--- src/rtl/if_prefetch_buffer.sv ---
// if_prefetch_buffer: sequential instruction prefetch into a small {pc, instr} FIFO feeding IF/ID,
// with a redirect that flushes queued entries and drops the response of any fetch already in flight.
module if_prefetch_buffer #(
    parameter int PC_W = 9,
    parameter int INS_W = 32,
    parameter int DEPTH = 4,
    parameter logic [PC_W-1:0] RESET_PC = '0
) (
    input  logic                     clk,
    input  logic                     reset,
    input  logic                     redirect,
    input  logic [PC_W-1:0]          redirect_pc,
    output logic                     imem_req,
    output logic [PC_W-1:0]          imem_addr,
    input  logic                     imem_ready,
    input  logic                     imem_rvalid,
    input  logic [INS_W-1:0]         imem_rdata,
    output logic                     if_valid,
    input  logic                     if_ready,
    output logic [PC_W-1:0]          if_pc,
    output logic [INS_W-1:0]         if_instr,
    output logic [$clog2(DEPTH):0]   fifo_count
);
    localparam int AW = $clog2(DEPTH);
    logic [PC_W-1:0]  fetch_pc, req_pc;
    logic             outstanding, discard;
    logic [AW-1:0]    wr_ptr, rd_ptr;
    logic [AW:0]      count;
    logic [PC_W-1:0]  pc_q [DEPTH];
    logic [INS_W-1:0] ins_q [DEPTH];
    logic             rsp, push, pop, accept, credit;
    // every in-flight request owns a FIFO slot, so a response can always be pushed
    assign credit     = ({1'b0, count} + (AW+2)'(outstanding)) < (AW+2)'(DEPTH);
    assign imem_req   = reset & ~redirect & (~outstanding | imem_rvalid) & credit;
    assign imem_addr  = fetch_pc;
    assign accept     = imem_req & imem_ready;
    assign rsp        = imem_rvalid & outstanding;
    assign push       = rsp & ~discard & ~redirect & reset;
    assign if_valid   = reset & ~redirect & (count != '0);
    assign pop        = if_valid & if_ready;
    assign if_pc      = reset ? pc_q[rd_ptr] : '0;
    assign if_instr   = reset ? ins_q[rd_ptr] : '0;
    assign fifo_count = reset ? count : '0;
    always_ff @(posedge clk) begin
        if (!reset) begin
            fetch_pc    <= RESET_PC;
            wr_ptr      <= '0;
            rd_ptr      <= '0;
            count       <= '0;
            outstanding <= 1'b0;
            discard     <= 1'b0;
        end else if (redirect) begin
            fetch_pc    <= redirect_pc;
            wr_ptr      <= '0;
            rd_ptr      <= '0;
            count       <= '0;
            outstanding <= outstanding & ~imem_rvalid;
            discard     <= outstanding & ~imem_rvalid;
        end else begin
            if (accept) begin
                fetch_pc <= fetch_pc + PC_W'(4);
                req_pc   <= fetch_pc;
            end
            outstanding <= accept | (outstanding & ~imem_rvalid);
            if (rsp) discard <= 1'b0;
            if (push) wr_ptr <= wr_ptr + 1'b1;
            if (pop) rd_ptr <= rd_ptr + 1'b1;
            count <= count + (AW+1)'(push) - (AW+1)'(pop);
        end
    end
    always_ff @(posedge clk) begin
        if (push) begin
            pc_q[wr_ptr]  <= req_pc;
            ins_q[wr_ptr] <= imem_rdata;
        end
    end
endmodule

--- config.mk ---
export PLATFORM = sky130hd
export DESIGN_NAME = if_prefetch_buffer
export DESIGN_NICKNAME = d
export VERILOG_FILES = /design/src/rtl/if_prefetch_buffer.sv
export SDC_FILE = /design/constraint.sdc
export NUM_CORES = 1
export LEC_CHECK = 0
export CORE_MARGIN = 1
export CORE_UTILIZATION = 55
export CTS_CLUSTER_DIAMETER = 60
export CTS_CLUSTER_SIZE = 30
export DETAILED_ROUTE_END_ITERATION = 8
export PLACE_DENSITY = 0.8
export SYNTH_ARGS = -nofsm -noshare
export SYNTH_HDL_FRONTEND = slang
export SYNTH_SLANG_ARGS = --single-unit
export TNS_END_PERCENT = 100
--- constraint.sdc ---
create_clock -name clk -period 3.4 [get_ports clk]
set_clock_uncertainty 0.2 [all_clocks]
set_input_delay 0.68 -clock clk [delete_from_list [all_inputs] [get_ports clk]]
set_output_delay 0.68 -clock clk [all_outputs]
set_load 0.01 [all_outputs]
; After elaboration in Yosys (flattened, before gate mapping)
; Memories as Yosys holds them, arrays and structs flattened. A register that Yosys moved wholly into a read port is not among the register bits.
; Index checks and enable logic that the tools add are counted.
[classes]
add_sub_neg = 6
multipliers = 0
shifts = 0
n_eq_ne = 0
n_mux = 14
div = 0
n_reduce_logical = 5
bitwise_logic = 18
magnitude_cmp = 1
[op_table]
columns = op, n
row1 = 2-to-1 mux 32 bit, 1
row2 = 2-to-1 mux 9 bit, 3
row3 = AND 1 bit, 11
row4 = "adder 9 x 3 -> 9 bit, second input constant", 1
row5 = 2-to-1 mux 2 bit, 4
row6 = 2-to-1 mux 1 bit, 5
row7 = NOT 1 bit, 5
row8 = "adder 2 x 1 -> 2 bit, second input constant", 2
row9 = adder 3 x 1 -> 4 bit, 1
row10 = "< comparator 4 x 3 -> 1 bit, second input constant", 1
row11 = nonzero test 2 bit, 2
row12 = adder 3 x 1 -> 3 bit, 1
row13 = 2-to-1 mux 3 bit, 1
row14 = AND reduction 3 bit, 1
row15 = nonzero test 3 bit, 1
row16 = subtractor 3 x 1 -> 3 bit, 1
row17 = OR 1 bit, 2
row18 = OR reduction 2 bit, 1
[totals]
mem_count = 2
romBits = 0
latchBits = 0
wordCells = 53
out_inout_bits = 55
ff_bits = 27
mem_bits_rw = 164
[mem_list]
columns = name, words, word_bits, read_ports, rd_clocked_by_memory_dff, write_ports, line_no
row1 = ins_q, 4, 32, 1, 1, 1, 30  ; logic [INS_W-1:0] ins_q [DEPTH];
row2 = pc_q, 4, 9, 1, 1, 1, 29  ; logic [PC_W-1:0] pc_q [DEPTH];

; Longest topological paths before layout
[depth]
depth_word = 7
depth_mapped = 11

; Least setup slack after synthesis
; OpenSTA, ideal clock, no wires.
[synth_path]
path_type = input to register
start = input redirect
end = memory ins_q[0][0] (enable)
setup_ns = 0.402
n_path_buf = 2
path_stages = 5
t_arrival_ns = 2.309
path_slack_ns = 0.488
required_time_ns = 2.798
cell_sequence = buf_2 > nor2_1 > and3_1 > clkbuf_1 > and2_1
[synth_via]
elab_chain_len = 5
[synth_lines]
columns = element, line_no
row1 = "start, declared", 11  ; input logic redirect,
row2 = NOT 1 bit (no line), -
row3 = AND 1 bit (2 in series), 38  ; assign push = rsp & ~discard & ~redirect & reset;
row4 = 2-to-1 mux 1 bit, 72  ; if (push) begin
row5 = 2-to-1 mux 1 bit (implied by the code), 74  ; ins_q[wr_ptr] <= imem_rdata;
row6 = "end, declared", 30
; Every way passes these cells.

; Final worst setup path
[layout_path]
start = register count[2]
end = output imem_req
[layout_via]
elab_chain_len = 3
[layout_lines]
columns = element, line_no
row1 = "start, declared", 28  ; logic [AW:0] count;
row2 = "start signal, assigned", 68  ; count <= count + (AW+1)'(push) - (AW+1)'(pop);
row3 = adder 3 x 1 -> 4 bit, 33  ; assign credit = ({1'b0, count} + (AW+2)'(outstanding)) < (AW+2)'(DEPTH);
row4 = < comparator 4 x 3 -> 1 bit, 33
row5 = AND 1 bit, 34  ; assign imem_req = reset & ~redirect & (~outstanding | imem_rvalid) & credit;
row6 = "end, declared", 13  ; output logic imem_req,
; Every way passes these cells.

==> flow_metrics.tcl <==
set metrics [dict create \
    yosys_warnings 0 \
    cts_tree "done" \
    seqPwrFrac_pct 54.1 \
    clk_pin_slew_ns 0.07 \
    async_reset_ff_share_pct 0 \
    layout_commonest_cell "edfxtp_1" \
    grt_pass1_wl_um 22500 \
    hold_viol_final 0 \
    avgSynthCellArea_um2 18.9 \
    p_per_area_nw_per_um2 506 \
    vias 4007 \
    dp_slack_ns 0.193 \
    rr_startpoint "outstanding" \
    port_buffers 101 \
    first_pass_iters 4 \
    io_pins 102 \
    multiInputGateArea_um2 1900 \
    synth-main-ff-cell "edfxtp_1" \
    dpl.hpwl_um 8380 \
    core_um2 13400 \
    fin_crit_ns 3.17 \
    tns_ns 0 \
    whs_path_depth 0 \
    p_int_uw 3920 \
    fillerInstances 821 \
    crit_fanout 8 \
    dieHeight_um 120 \
    relSlewSlack_pct 70.1 \
    syn_area_um2 7630 \
    ys_seq_area_share_pct 73.4 \
    clock_path_buffers 2 \
    p_sw_uw 917 \
    post-synth-top-area-fraction_pct 68.1 \
    slew_violations 0 \
    critPathLaunchType "flop" \
    p_comb_share_pct 4.4 \
    fmax_mhz 316 \
    synthesis.nets 460 \
    drtIter0Drc 305 \
    synth-simple-area-share_pct 7.58 \
    htree_levels 4 \
    cts_sinks 193 \
    power_frac_clock_pct 41.5 \
    synth-edff-count 173 \
    path_class "reg -> out" \
    p_leak_uw 0.00311 \
    register_area_um2 5600 \
    fin_nets 582 \
    cts_resized 0 \
    final_cell_mix "173 x edfxtp_1, 100 x clkdlybuf4s50_1, 44 x and2_1" \
    finalWeightedCongestion 0.917 \
    hold_start "imem_addr[1]" \
    cts_buffers 17 \
    reg2regPathDepth 8 \
    synth-seq-cells 193 \
    min_path_type "reg -> reg" \
    wl_um 13800 \
    grt_max_degree 33 \
    synth_top_area_cell "edfxtp_1" \
    setup_ws_ns 0.235 \
    reg2reg_to "count[1]" \
    finalCritPeriodShare_pct 93.1 \
    timing.critical_path.arrival_ns 2.29 \
    max-cap-violations 0 \
    n_antenna_cell 0 \
    drcViolationCount 0 \
    syn_to_final_growth_pct 25.6 \
    vdd_drop_max_v 0.000369 \
    finalSetupViolations 0 \
    end_kind "primary output" \
    synth_top_family_by_area "multiplexers" \
    synthTopCellsByArea "edfxtp_1 68%, mux4_2 12%, dfxtp_1 5.3%" \
    die-area_um2 14300 \
    drive_gt1_share_pct 20.2 \
    synthMuxAreaShare_pct 12.4 \
    synth_cells 404 \
    initial_core_util_pct 56.9 \
    via_per_inst 5.60 \
    fin_util_pct 71.5 \
    std_cell_rows 42 \
    ant_nets 0 \
    synth-xor-area-share_pct 0.459 \
    clk_latency_ns 0.42 \
    tightest_slew_ns 0.446 \
    required_ns 2.52 \
    wire_per_inst_um 19.3 \
    root_buffer "clkbuf_16" \
    synthAdderAreaFrac_pct 1.58 \
    grt_usage_pct 21.3 \
    rsz0062_at_grt "no" \
    grt_pass1_vias 4263 \
    die_w_um 120 \
    status "finished clean" \
    r2r_slack_ns 0.94 \
    antenna_found_initial 0 \
    hold_end "req_pc[1]" \
    synth_compound_area_share_pct 2.89 \
    grt.overflow.total 0 \
    sw_frac_of_total_pct 18.9 \
    ys_types 43 \
]
metal layers:
metal | share of wire, % | track usage [%] | up-vias
li1 | - | - | 1839
met1 | 43 | 28.6 | 1995
met2 | 49 | 33.9 | 159
met3 | 6.7 | 5.51 | 14
met4 | 1.4 | 7.89 | 0
met5 | 0 | 0 | -
registers in the layout (all words and copies together), names as in the netlist, named ones only:
register	count
pc_q	36
discard	1
rd_ptr	2
req_pc	9
count	3
imem_addr	9
wr_ptr	2
ins_q	128
outstanding	1
worst max path at each step:
| stage | slack, ns | depth (start not counted) | end | start |
|---|---|---|---|---|
| 2_1_floorplan | 0.49 | 5 | ins_q[0][0] | redirect |
| 3_3_place_gp | 0.29 | 9 | count[1] | imem_rvalid |
| 3_5_place_dp | 0.19 | 9 | count[1] | imem_rvalid |
| 4_1_cts | 0.21 | 4 | if_instr[22] | flop |
| 5_1_grt | 0.06 | 5 | imem_req | count[2] |
| 6_report | 0.23 | 5 | imem_req | count[2] |
critical path, stage by stage (launching register included):
cell and delay [ns]:
dfxtp_1 0.38, ha_1 0.25, o21ai_0 0.33, a22oi_2 0.16
a21oi_1 0.18, clkdlybuf4s50_1 0.55
kinds of logic after synthesis:
kind of cell,count (synthesis)
compound gates,29
xor+xnor,4
fa+ha+maj,9
buf+inv,29
flops,193
mux,43
simple gates,97
what timing repair did:
action	4_1_cts	5_1_grt
setup buffers	6	0
hold buffers	0	0
endpoints found under the setup margin	1	0
through the flow:
| stage | cell area (um^2) | power [uW] | hold slack, ns | cells |
|---|---|---|---|---|
| 2_1_floorplan | 7630 | 2740 | 0.259 | 404 |
| 3_3_place_gp | 8920 | 2870 | 0.265 | 677 |
| 3_5_place_dp | 8920 | 2880 | 0.259 | 677 |
| 4_1_cts | 9580 | 4860 | 0.279 | 715 |
| 5_1_grt | 9580 | 4980 | 0.297 | 715 |
| 6_report | 9580 | 4840 | 0.279 | 715 |
power groups by stage:
stage | registers [uW] | logic [uW] | clock network, uW
after global placement | 2660 | 208 | 0
final | 2620 | 214 | 2010
after global routing | 2620 | 232 | 2130
after CTS | 2620 | 214 | 2030
after detailed placement | 2670 | 213 | 0
after floorplan | 2670 | 74.6 | 0
synthesized netlist by cell type (2+ instances only):
| cell type | instances |
|---|---|
| a311o_1 | 2 |
| a211oi_1 | 7 |
| mux4_2 | 41 |
| or3_1 | 2 |
| edfxtp_1 | 173 |
| dfxtp_1 | 20 |
| nor4_1 | 6 |
| a21oi_1 | 3 |
| mux2i_1 | 2 |
| ha_1 | 8 |
| clkbuf_1 | 8 |
| buf_1 | 5 |
| buf_2 | 2 |
| o211ai_1 | 4 |
| nand2b_1 | 2 |
| buf_4 | 6 |
| nor2_1 | 10 |
| and3_1 | 4 |
| a2111oi_2 | 2 |
| inv_1 | 8 |
| nand2_1 | 8 |
| xnor2_1 | 3 |
| nor2b_1 | 4 |
| and2_1 | 48 |
| o21ai_0 | 6 |
| nor3_1 | 3 |
cell type report:
class	count	area share, %
sequential	193	58.5
multi-input combinational	182	19.9
timing repair buffer	124	12.7
clock buffer	21	4.91
tap	176	2.30
clock inverter	11	1.42
inverter	8	0.314
No activity file was read; power rests on OpenSTA's default activity.
